==> config.mk <==
export PLATFORM = sky130hd
export DESIGN_NAME = ysyx_25030093_pcgen_flat
export DESIGN_NICKNAME = d
export VERILOG_FILES = /design/src/rtl/ysyx_25030093_pcgen_pkg.sv /design/src/rtl/ysyx_25030093_pcgen_if.sv /design/src/rtl/ysyx_25030093_ras.sv /design/src/rtl/ysyx_25030093_pcgen.sv /design/src/flat_wrapper.sv
export SDC_FILE = /design/constraint.sdc
export NUM_CORES = 1
export LEC_CHECK = 0
export CAP_MARGIN = 20
export CORE_ASPECT_RATIO = 2
export CORE_UTILIZATION = 55
export DETAILED_ROUTE_END_ITERATION = 16
export HOLD_SLACK_MARGIN = 0.02
export PLACE_DENSITY = 0.8
export SYNTH_ARGS = -nofsm -noshare
export SYNTH_HDL_FRONTEND = slang
export SYNTH_SLANG_ARGS = --single-unit
==> constraint.sdc <==
create_clock -name clk -period 7.3 [get_ports clk]
set_input_delay 0.73 -clock clk [delete_from_list [all_inputs] [get_ports clk]]
set_output_delay 0.73 -clock clk [all_outputs]
set_load 0.05 [all_outputs]
==> src/rtl/ysyx_25030093_pcgen_pkg.sv <==
// Shared types for the PC generator: commit next-PC selector, FSM states and
// the fixed instruction length.
package ysyx_25030093_pc_pkg;

    localparam int ILEN_BYTES = 4;

    typedef enum logic [2:0] {
        PC_JALR = 3'b001,
        PC_JAL  = 3'b010,
        PC_BR   = 3'b100,
        PC_CSR  = 3'b101,
        PC_SEQ  = 3'b110
    } cmt_kind_e;

    typedef enum logic {
        ST_ISSUE = 1'b0,
        ST_WAIT  = 1'b1
    } pcgen_state_e;

endpackage

==> src/rtl/ysyx_25030093_pcgen_if.sv <==
// Fetch request and commit bundle between the PC generator (master) and the
// IFU/EXU side (slave).
interface ysyx_25030093_pcgen_if #(
    parameter int XLEN = 32
);
    logic            out_valid;
    logic            out_ready;
    logic [XLEN-1:0] out_pc;
    logic            cmt_valid;
    logic [2:0]      cmt_kind;
    logic [XLEN-1:0] rs1_data;
    logic [XLEN-1:0] imm_data;
    logic [XLEN-1:0] csr_pc;
    logic            br_taken;
    logic            cmt_call;
    logic            cmt_ret;

    modport master (
        output out_valid, out_pc,
        input  out_ready, cmt_valid, cmt_kind, rs1_data, imm_data, csr_pc,
               br_taken, cmt_call, cmt_ret
    );

    modport slave (
        input  out_valid, out_pc,
        output out_ready, cmt_valid, cmt_kind, rs1_data, imm_data, csr_pc,
               br_taken, cmt_call, cmt_ret
    );
endinterface

==> src/rtl/ysyx_25030093_ras.sv <==
// Return-address stack as a circular buffer; pushing when full overwrites the
// oldest entry, popping when empty leaves the pointers alone.
module ysyx_25030093_ras #(
    parameter int XLEN      = 32,
    parameter int RAS_DEPTH = 4
) (
    input  logic            clk,
    input  logic            rst,
    input  logic            push,
    input  logic            pop,
    input  logic [XLEN-1:0] push_data,
    output logic [XLEN-1:0] top,
    output logic            valid
);
    localparam int PW = $clog2(RAS_DEPTH);
    localparam logic [PW:0] CNT_FULL = (PW+1)'(RAS_DEPTH);
    localparam logic [PW:0] CNT_ONE  = (PW+1)'(1);

    logic [XLEN-1:0] stack [RAS_DEPTH];
    logic [PW-1:0]   sp;
    logic [PW-1:0]   sp_top;
    logic [PW-1:0]   sp_pop;
    logic [PW:0]     cnt;
    logic [PW:0]     cnt_pop;

    // sp is the next free slot, so the top entry sits just below it
    assign sp_top = sp - PW'(1);
    assign valid  = (cnt != '0);
    assign top    = valid ? stack[sp_top] : '0;

    // a simultaneous pop+push is resolved as pop first, then push
    always_comb begin
        sp_pop  = sp;
        cnt_pop = cnt;
        if (pop && valid) begin
            sp_pop  = sp_top;
            cnt_pop = cnt - CNT_ONE;
        end
    end

    always_ff @(posedge clk) begin
        if (!rst) begin
            sp  <= '0;
            cnt <= '0;
        end else if (push) begin
            sp  <= sp_pop + PW'(1);
            cnt <= (cnt_pop == CNT_FULL) ? cnt_pop : cnt_pop + CNT_ONE;
        end else begin
            sp  <= sp_pop;
            cnt <= cnt_pop;
        end
    end

    always_ff @(posedge clk) begin
        if (rst && push) begin
            stack[sp_pop] <= push_data;
        end
    end

endmodule

==> src/rtl/ysyx_25030093_pcgen.sv <==
// PC generator: issues one fetch at a time, computes the next PC on commit,
// and predicts/audits return targets through a small RAS.
//
//   state    | meaning
//   ST_ISSUE | fetch request offered (unless halted), waiting for handshake
//   ST_WAIT  | fetch accepted, waiting for EXU commit of out_pc
module ysyx_25030093_pcgen
    import ysyx_25030093_pc_pkg::*;
#(
    parameter int          XLEN      = 32,
    parameter logic [31:0] RESET_VEC = 32'h8000_0000,
    parameter int          RAS_DEPTH = 4
) (
    input  logic                   clk,
    input  logic                   rst,
    input  logic                   halt,
    ysyx_25030093_pcgen_if.master  bus,
    output logic [XLEN-1:0]        ras_top,
    output logic                   ras_valid,
    output logic [31:0]            ret_mispred
);
    pcgen_state_e    state, state_nxt;
    logic [XLEN-1:0] pc;
    logic [XLEN-1:0] pc_seq;
    logic [XLEN-1:0] pc_rel;
    logic [XLEN-1:0] pc_nxt;
    logic            issue_ok;
    logic            commit;
    logic            mispred;

    assign pc_seq = pc + XLEN'(ILEN_BYTES);
    assign pc_rel = pc + bus.imm_data;

    always_comb begin
        pc_nxt = pc;
        case (cmt_kind_e'(bus.cmt_kind))
            PC_JALR: pc_nxt = (bus.rs1_data + bus.imm_data) & ~XLEN'(1);
            PC_JAL:  pc_nxt = pc_rel;
            PC_BR:   pc_nxt = bus.br_taken ? pc_rel : pc_seq;
            PC_CSR:  pc_nxt = bus.csr_pc;
            PC_SEQ:  pc_nxt = pc_seq;
            default: pc_nxt = pc;
        endcase
    end

    always_comb begin
        state_nxt = state;
        issue_ok  = 1'b0;
        commit    = 1'b0;
        case (state)
            ST_ISSUE: begin
                issue_ok = !halt;
                if (issue_ok && bus.out_ready) state_nxt = ST_WAIT;
            end
            ST_WAIT: begin
                if (bus.cmt_valid) begin
                    commit    = 1'b1;
                    state_nxt = ST_ISSUE;
                end
            end
        endcase
    end

    // rst is active-low, so gating with it silences the request during reset
    assign bus.out_valid = rst & issue_ok;
    assign bus.out_pc    = pc;

    // compared against the pre-pop top, i.e. the entry this return consumes
    assign mispred = bus.cmt_ret && (!ras_valid || (ras_top != pc_nxt));

    always_ff @(posedge clk) begin
        if (!rst) begin
            state       <= ST_ISSUE;
            pc          <= XLEN'(RESET_VEC);
            ret_mispred <= '0;
        end else begin
            state <= state_nxt;
            if (commit) pc <= pc_nxt;
            if (commit && mispred && (ret_mispred != '1))
                ret_mispred <= ret_mispred + 32'd1;
        end
    end

    ysyx_25030093_ras #(
        .XLEN      (XLEN),
        .RAS_DEPTH (RAS_DEPTH)
    ) u_ras (
        .clk       (clk),
        .rst       (rst),
        .push      (commit && bus.cmt_call),
        .pop       (commit && bus.cmt_ret),
        .push_data (pc_seq),
        .top       (ras_top),
        .valid     (ras_valid)
    );

endmodule
==> src/flat_wrapper.sv <==
// flat-port wrapper written by rule: the top's interface ports become plain ports
module ysyx_25030093_pcgen_flat import ysyx_25030093_pc_pkg::*;
#(
    parameter int          XLEN      = 32,
    parameter logic [31:0] RESET_VEC = 32'h8000_0000,
    parameter int          RAS_DEPTH = 4
)
  (clk, rst, halt, ras_top, ras_valid, ret_mispred, bus_out_valid, bus_out_pc, bus_out_ready, bus_cmt_valid, bus_cmt_kind, bus_rs1_data, bus_imm_data, bus_csr_pc, bus_br_taken, bus_cmt_call, bus_cmt_ret);
  ysyx_25030093_pcgen_if #(.XLEN(XLEN)) bus_i ();
  input  logic clk;
  input  logic rst;
  input  logic halt;
  output logic [XLEN-1:0] ras_top;
  output logic ras_valid;
  output logic [31:0] ret_mispred;
  output wire logic [$bits(bus_i.out_valid)-1:0] bus_out_valid;
  output wire logic [$bits(bus_i.out_pc)-1:0] bus_out_pc;
  input wire logic [$bits(bus_i.out_ready)-1:0] bus_out_ready;
  input wire logic [$bits(bus_i.cmt_valid)-1:0] bus_cmt_valid;
  input wire logic [$bits(bus_i.cmt_kind)-1:0] bus_cmt_kind;
  input wire logic [$bits(bus_i.rs1_data)-1:0] bus_rs1_data;
  input wire logic [$bits(bus_i.imm_data)-1:0] bus_imm_data;
  input wire logic [$bits(bus_i.csr_pc)-1:0] bus_csr_pc;
  input wire logic [$bits(bus_i.br_taken)-1:0] bus_br_taken;
  input wire logic [$bits(bus_i.cmt_call)-1:0] bus_cmt_call;
  input wire logic [$bits(bus_i.cmt_ret)-1:0] bus_cmt_ret;
  assign bus_out_valid = bus_i.out_valid;
  assign bus_out_pc = bus_i.out_pc;
  assign bus_i.out_ready = bus_out_ready;
  assign bus_i.cmt_valid = bus_cmt_valid;
  assign bus_i.cmt_kind = bus_cmt_kind;
  assign bus_i.rs1_data = bus_rs1_data;
  assign bus_i.imm_data = bus_imm_data;
  assign bus_i.csr_pc = bus_csr_pc;
  assign bus_i.br_taken = bus_br_taken;
  assign bus_i.cmt_call = bus_cmt_call;
  assign bus_i.cmt_ret = bus_cmt_ret;
  ysyx_25030093_pcgen #(.XLEN(XLEN), .RESET_VEC(RESET_VEC), .RAS_DEPTH(RAS_DEPTH)) u_core (.clk(clk), .rst(rst), .halt(halt), .bus(bus_i), .ras_top(ras_top), .ras_valid(ras_valid), .ret_mispred(ret_mispred));
endmodule
---- After elaboration in Yosys (flattened, before gate mapping) ----
Memories as Yosys holds them, arrays and structs flattened.
Cells that the tools add are included.
word-level totals
  flip-flop bits (word level) ............. 70
  RAM bits ................................ 128
  input bits .............................. 107
  output and inout port bits .............. 98
  logic and storage cells ................. 52
  memories kept ........................... 1
memory list
  name                depth  width  rd ports  clocked after Yosys merged registers in  write ports  line                     text
  u_core.u_ras.stack  4      32     1         0                                        1            ysyx_25030093_ras.sv:19  logic [XLEN-1:0] stack [RAS_DEPTH];
operators by class
  add/sub/neg operators ................... 8
  equality and inequality tests ........... 8
  mux-type cells .......................... 16
  bitwise logic cells ..................... 2
  reduce and logical (&&, ||, !) cells .... 12
operators by type and width
  operator               count
  $pmux 32 s5            1
  $add 32x32->32         2
  $mux 32                2
  $add 32x1->32 const B  1
  $add 32x3->32 const B  1
  $ne 32x32->1           1
  $ne 32x32->1 const B   1
  $eq 3x3->1 const B     4
  $mux 3                 3
  $logic_and 1x1->1      8
  $mux 1                 7
  $mux 2                 2
  $add 3x1->3 const B    1
  $eq 3x1->1 const B     1
  $eq 3x2->1 const B     1
  $reduce_bool 3->1      1
  $sub 3x1->3 const B    1
  $add 2x1->2 const B    1
  $logic_not 1->1        2
  $pmux 1 s2             1
  $sub 2x1->2 const B    1
  $and 1x1->1            1
  $logic_or 1x1->1       1
  $not 1->1              1

---- Depth between registers and ports, before layout ----
  word-level depth ........................ 8
  depth in mapped cells ................... 19
  depth with buffers taken out ............ 16

---- Modules after synthesis ----
Synthesis repeated with hierarchy kept, for this count alone.
second synthesis, totals
  cell total of the unflattened synthesis .. 1,584
  area total of the unflattened synthesis .. 14,597.8 um2
by module, submodules not included
  module               instances  cells each  area each (um2)  seq. area each (um2)
  ysyx_25030093_pcgen  1          1,315       9,310.2          1,301.2
  ysyx_25030093_ras    1          269         5,287.6          3,943.8

---- Worst setup path before layout ----
Ideal clock, no wire load.
  path type ............................... input port to flip-flop
  start point ............................. input port bus_imm_data[0]
  end point ............................... register u_core.ret_mispred[21]
  library setup time ...................... 0.118 ns
  arrival ................................. 4.303 ns
  data required time ...................... 7.182 ns
  setup slack ............................. 2.879 ns
  cell stages on the path ................. 17
  path buffers ............................ 1
  path through ............................ ha_1 -> inv_1 -> fa_1 -> nand2b_1 -> a21oi_1 -> o211ai_1 -> a2111oi_0 -> o211ai_1 -> mux2_2 -> a31oi_1 -> xnor2_1 -> nand4_1 -> nor4b_4 -> a2111oi_2 -> buf_6 -> and3_1 -> mux2i_1
on the way
  cells in the longest elaborated chain, start to end .. 8
  elaborated cells on any way between the ends .. 9
  classes of those cells .................. 2 x add/sub; 1 x eq/ne; 2 x mux; 4 x reduce/logical
ends and longest elaborated chain
  element                           line                       text
  start: declaration                flat_wrapper.sv:22         input wire logic [$bits(bus_i.imm_data)-1:0] bus_imm_data;
  $add 32x32->32                    ysyx_25030093_pcgen.sv:32  assign pc_rel = pc + bus.imm_data;
  $mux 32                           ysyx_25030093_pcgen.sv:39  PC_BR: pc_nxt = bus.br_taken ? pc_rel : pc_seq;
  $pmux 32 s5 *                     ysyx_25030093_pcgen.sv:36  case (cmt_kind_e'(bus.cmt_kind))
  $ne 32x32->1 *                    ysyx_25030093_pcgen.sv:69  assign mispred = bus.cmt_ret && (!ras_valid || (ras_top != pc_nxt));
  $logic_or 1x1->1 *                ysyx_25030093_pcgen.sv:69
  $logic_and 1x1->1 *               ysyx_25030093_pcgen.sv:69
  $logic_and 1x1->1 * (2 in a row)  ysyx_25030093_pcgen.sv:79  if (commit && mispred && (ret_mispred != '1))
  end signal: assignment            ysyx_25030093_pcgen.sv:80  ret_mispred <= ret_mispred + 32'd1;
  end: declaration                  ysyx_25030093_pcgen.sv:20  output logic [31:0] ret_mispred
Mark *: on every way between the ends. The rest lies on a longest branch, timed or not.
A chain may end at the register's enable or synchronous reset.

---- Worst setup path in the final report ----
  start point ............................. input port bus_cmt_kind[0]
  end point ............................... register u_core.ret_mispred[18]
on the way
  cells in the longest elaborated chain, start to end .. 7
  elaborated cells on any way between the ends .. 11
  classes of those cells .................. 6 x eq/ne; 1 x mux; 4 x reduce/logical
ends and longest elaborated chain
  element                                   line                       text
  start: declaration                        flat_wrapper.sv:20         input wire logic [$bits(bus_i.cmt_kind)-1:0] bus_cmt_kind;
  $eq 3x3->1, or another cell as far along  ysyx_25030093_pcgen.sv:36
  $pmux 32 s5 *                             ysyx_25030093_pcgen.sv:36
  $ne 32x32->1 *                            ysyx_25030093_pcgen.sv:69
  $logic_or 1x1->1 *                        ysyx_25030093_pcgen.sv:69
  $logic_and 1x1->1 *                       ysyx_25030093_pcgen.sv:69
  $logic_and 1x1->1 * (2 in a row)          ysyx_25030093_pcgen.sv:79
Marks and branches as above.

==> results.cfg <==
[timing]
drv_slew = 0
setup_violations = 0
layout_min_cycle_time_ns = 6.48
tightest_slew_ns = 1.18
rsz0062_at_grt = no
post-route-period-util = 0.887
hold_viol_final = 0
fin_skew_ns = 0.00544
relSlewSlack = 0.210
whs_ns = 0.509
setup_tns_ns = 0
max_freq_mhz = 154

[placed_design]
place_area_sq_mm = 0.0168
port_buffers = 204
place_congestion = 1.04
dpl.hpwl_mm = 41.1

[route]
wl_per_cell_um = 25.3
vias_per_cell = 6.77
drtAntennaViolNets = 0
drc = 0
dr.pass1.iters = 6
vias = 14251
wirelength_mm = 53.3
first_iter_violations = 1199

[final_layout]
num_antenna_cells = 0
postLayoutCoreUtil = 0.674
fin_nets = 1932
syn_to_final_growth_pct = 19.8
register_area_sq_mm = 0.00525
drive_above_1_share = 0.0805
multi_input_area_sq_mm = 0.00865
fill_cells = 2044
final_cell_area_sq_mm = 0.0174

[cts]
ctsHoldBuffers = 0
cts_resized = 0
clock-root-buffer = clkbuf_16
cts_max_level = 4
cts_setup_buffers = 0
clockBufferDepth = 2
cts_tree = yes
cts.sinks = 198
clk_pin_slew_ns = 0.06
clk_latency_ns = 0.44
cts_buffers = 17

[critical_path]
worstPathMaxFanout = 20
critical_path_arrival_ns = 6.81
r2r_end = u_core.ret_mispred[18]
ff2ff_path_depth = 17
startpoint_type = input pin
crit_type = in2reg
reg2reg_from = u_core.bus.out_pc[0]
end_kind = flip-flop
critPathRequiredTime_ns = 7.63
reg2reg_setup_slack_ns = 1.33

[flow_run]
cap_violations = 0

[yosys]
syn_nets = 1782
synth_cells = 1602
synth_top_cell_by_area = edfxtp_1
avgSynthCellArea_sq_um = 9.08
synth_area_sq_mm = 0.0145
synth.yosys.seq_area_share = 0.361
synth_edf_count = 128
synthFlopType = edfxtp_1
synth_cell_types = 74
synth.top_cell.area_share = 0.264
synth_area_leaders = edfxtp_1 26%, dfxtp_1 9.6%, ha_1 6.1%
synth-async-reset-ratio = 0
yosysWarnings = 0
synth_common_cells = 128 x a21oi_1, 128 x edfxtp_1, 127 x nor2_1
synth-seq-cells = 198

[power_and_ir_drop]
totalPowerFinal_mw = 2.84
ir_drop_uv = 128
power_density_mw_per_mm2 = 163
p_leak_nw = 6.15

[global_routing]
antenna_found_initial = 0
grt_max_degree = 59
gr-total-overflow = 0
grt_pass1_wl_mm = 80.2
grtUsageTotal = 0.407
grt_pass1_vias = 14197

[worst_hold_path]
min_to = u_core.ret_mispred[21]
hold_depth = 2
hp-class = reg2reg
min-delay-start = u_core.ret_mispred[21]

[outcome]
status = finished, final reports clean

[floorplan]
die_x_um = 117
fp-row-count = 83
die_area_sq_mm = 0.0271
pin_count = 205
die_h_um = 232
core_sq_mm = 0.0259
initial_core_util = 0.563
-- power by group --
| group | internal [mW] | total [mW] | switching (mW) |
|---|---|---|---|
| clock | 0.538 | 0.943 | 0.405 |
| combinational | 0.255 | 0.678 | 0.423 |
| sequential | 1.19 | 1.22 | 0.0216 |
| total | 1.99 | 2.84 | 0.850 |
-- final cells by class --
type / instances / share of cell area
clock buffer: 19 / 0.0248
clock inverter: 13 / 0.00890
inverter: 61 / 0.0131
multi-input combinational: 1239 / 0.496
sequential: 198 / 0.301
tap: 340 / 0.0244
timing repair buffer: 235 / 0.132
-- worst max path at each step --
stage          depth (start not counted)       startpoint                endpoint  slack (ns)
4_1_cts                               14  bus_cmt_kind[0]  u_core.ret_mispred[18]        1.31
5_1_grt                               14  bus_cmt_kind[0]   u_core.ret_mispred[3]        0.59
3_5_place_dp                          14  bus_cmt_kind[0]  u_core.ret_mispred[18]        0.89
3_3_place_gp                          14  bus_cmt_kind[0]  u_core.ret_mispred[18]        0.93
2_1_floorplan                         17  bus_imm_data[0]  u_core.ret_mispred[21]        2.88
6_report                              14  bus_cmt_kind[0]  u_core.ret_mispred[18]        0.82
-- cell usage in the layout (no fill, tap or decap), drive strengths merged, types with 7 or more instances in the layout --
cell type      count
nand3             52
clkinv             7
a21oi            128
nor3              38
dfxtp             70
edfxtp           128
inv               63
a211o             10
clkbuf            19
mux2              12
mux4              29
a31oi             17
o21ai             97
o22ai              8
and2              29
o221a             17
o221ai            10
xor2              27
a221oi            11
nor4              16
a2111oi           10
a22oi              9
o21bai             7
xnor2             56
nor2             127
a21o              23
mux2i             37
nand2            124
o211ai            21
nand4             52
ha                71
and3              37
clkdlybuf4s50    203
buf               31
nor2b              7
or3               11
nand2b            25
a211oi            24
o21a              21
-- sequential cells by signal, indices dropped and copies added (netlist names) --
| name | cells |
|---|---|
| u_core.u_ras.cnt | 3 |
| u_core.state | 1 |
| u_core.bus.out_pc | 32 |
| u_core.u_ras.stack | 128 |
| u_core.ret_mispred | 32 |
| u_core.u_ras.sp | 2 |
-- metal layers --
| metal | global-route usage | vias to the layer above | part of all wire |
|---|---|---|---|
| li1 | - | 6376 | - |
| met1 | 0.418 | 6736 | 0.33 |
| met2 | 0.693 | 856 | 0.50 |
| met3 | 0.0681 | 283 | 0.069 |
| met4 | 0.362 | 0 | 0.10 |
| met5 | 0 | - | 0 |
-- cell families after synthesis --
group | synth area share
adder cells (fa/ha/maj) | 0.0638
multiplexers | 0.0796
buffers and inverters | 0.0456
XOR/XNOR | 0.0500
AO/OA/AOI/OAI | 0.211
flip-flops | 0.361
AND/OR/NAND/NOR | 0.189
-- stage by stage --
stage / instances / setup slack, ns
after floorplan: 1602 / 2.88
after global placement: 2071 / 0.929
after detailed placement: 2071 / 0.890
after CTS: 2103 / 1.31
after global routing: 2105 / 0.594
final: 2105 / 0.822
-- critical path: stages --
cell and delay (ns):
clkdlybuf4s50_1 1.02, or3_1 0.58, nand2_1 0.67, nand3_1 0.36, o221a_2 0.25, nand4_1 0.11
a2111oi_2 0.34, nand4_1 0.13, nor4_1 0.80, nand4_1 0.29, nor4_4 0.65, a21oi_1 0.43
nor4b_1 0.27, o21a_1 0.17
No activity file was read; power rests on OpenSTA's default activity.
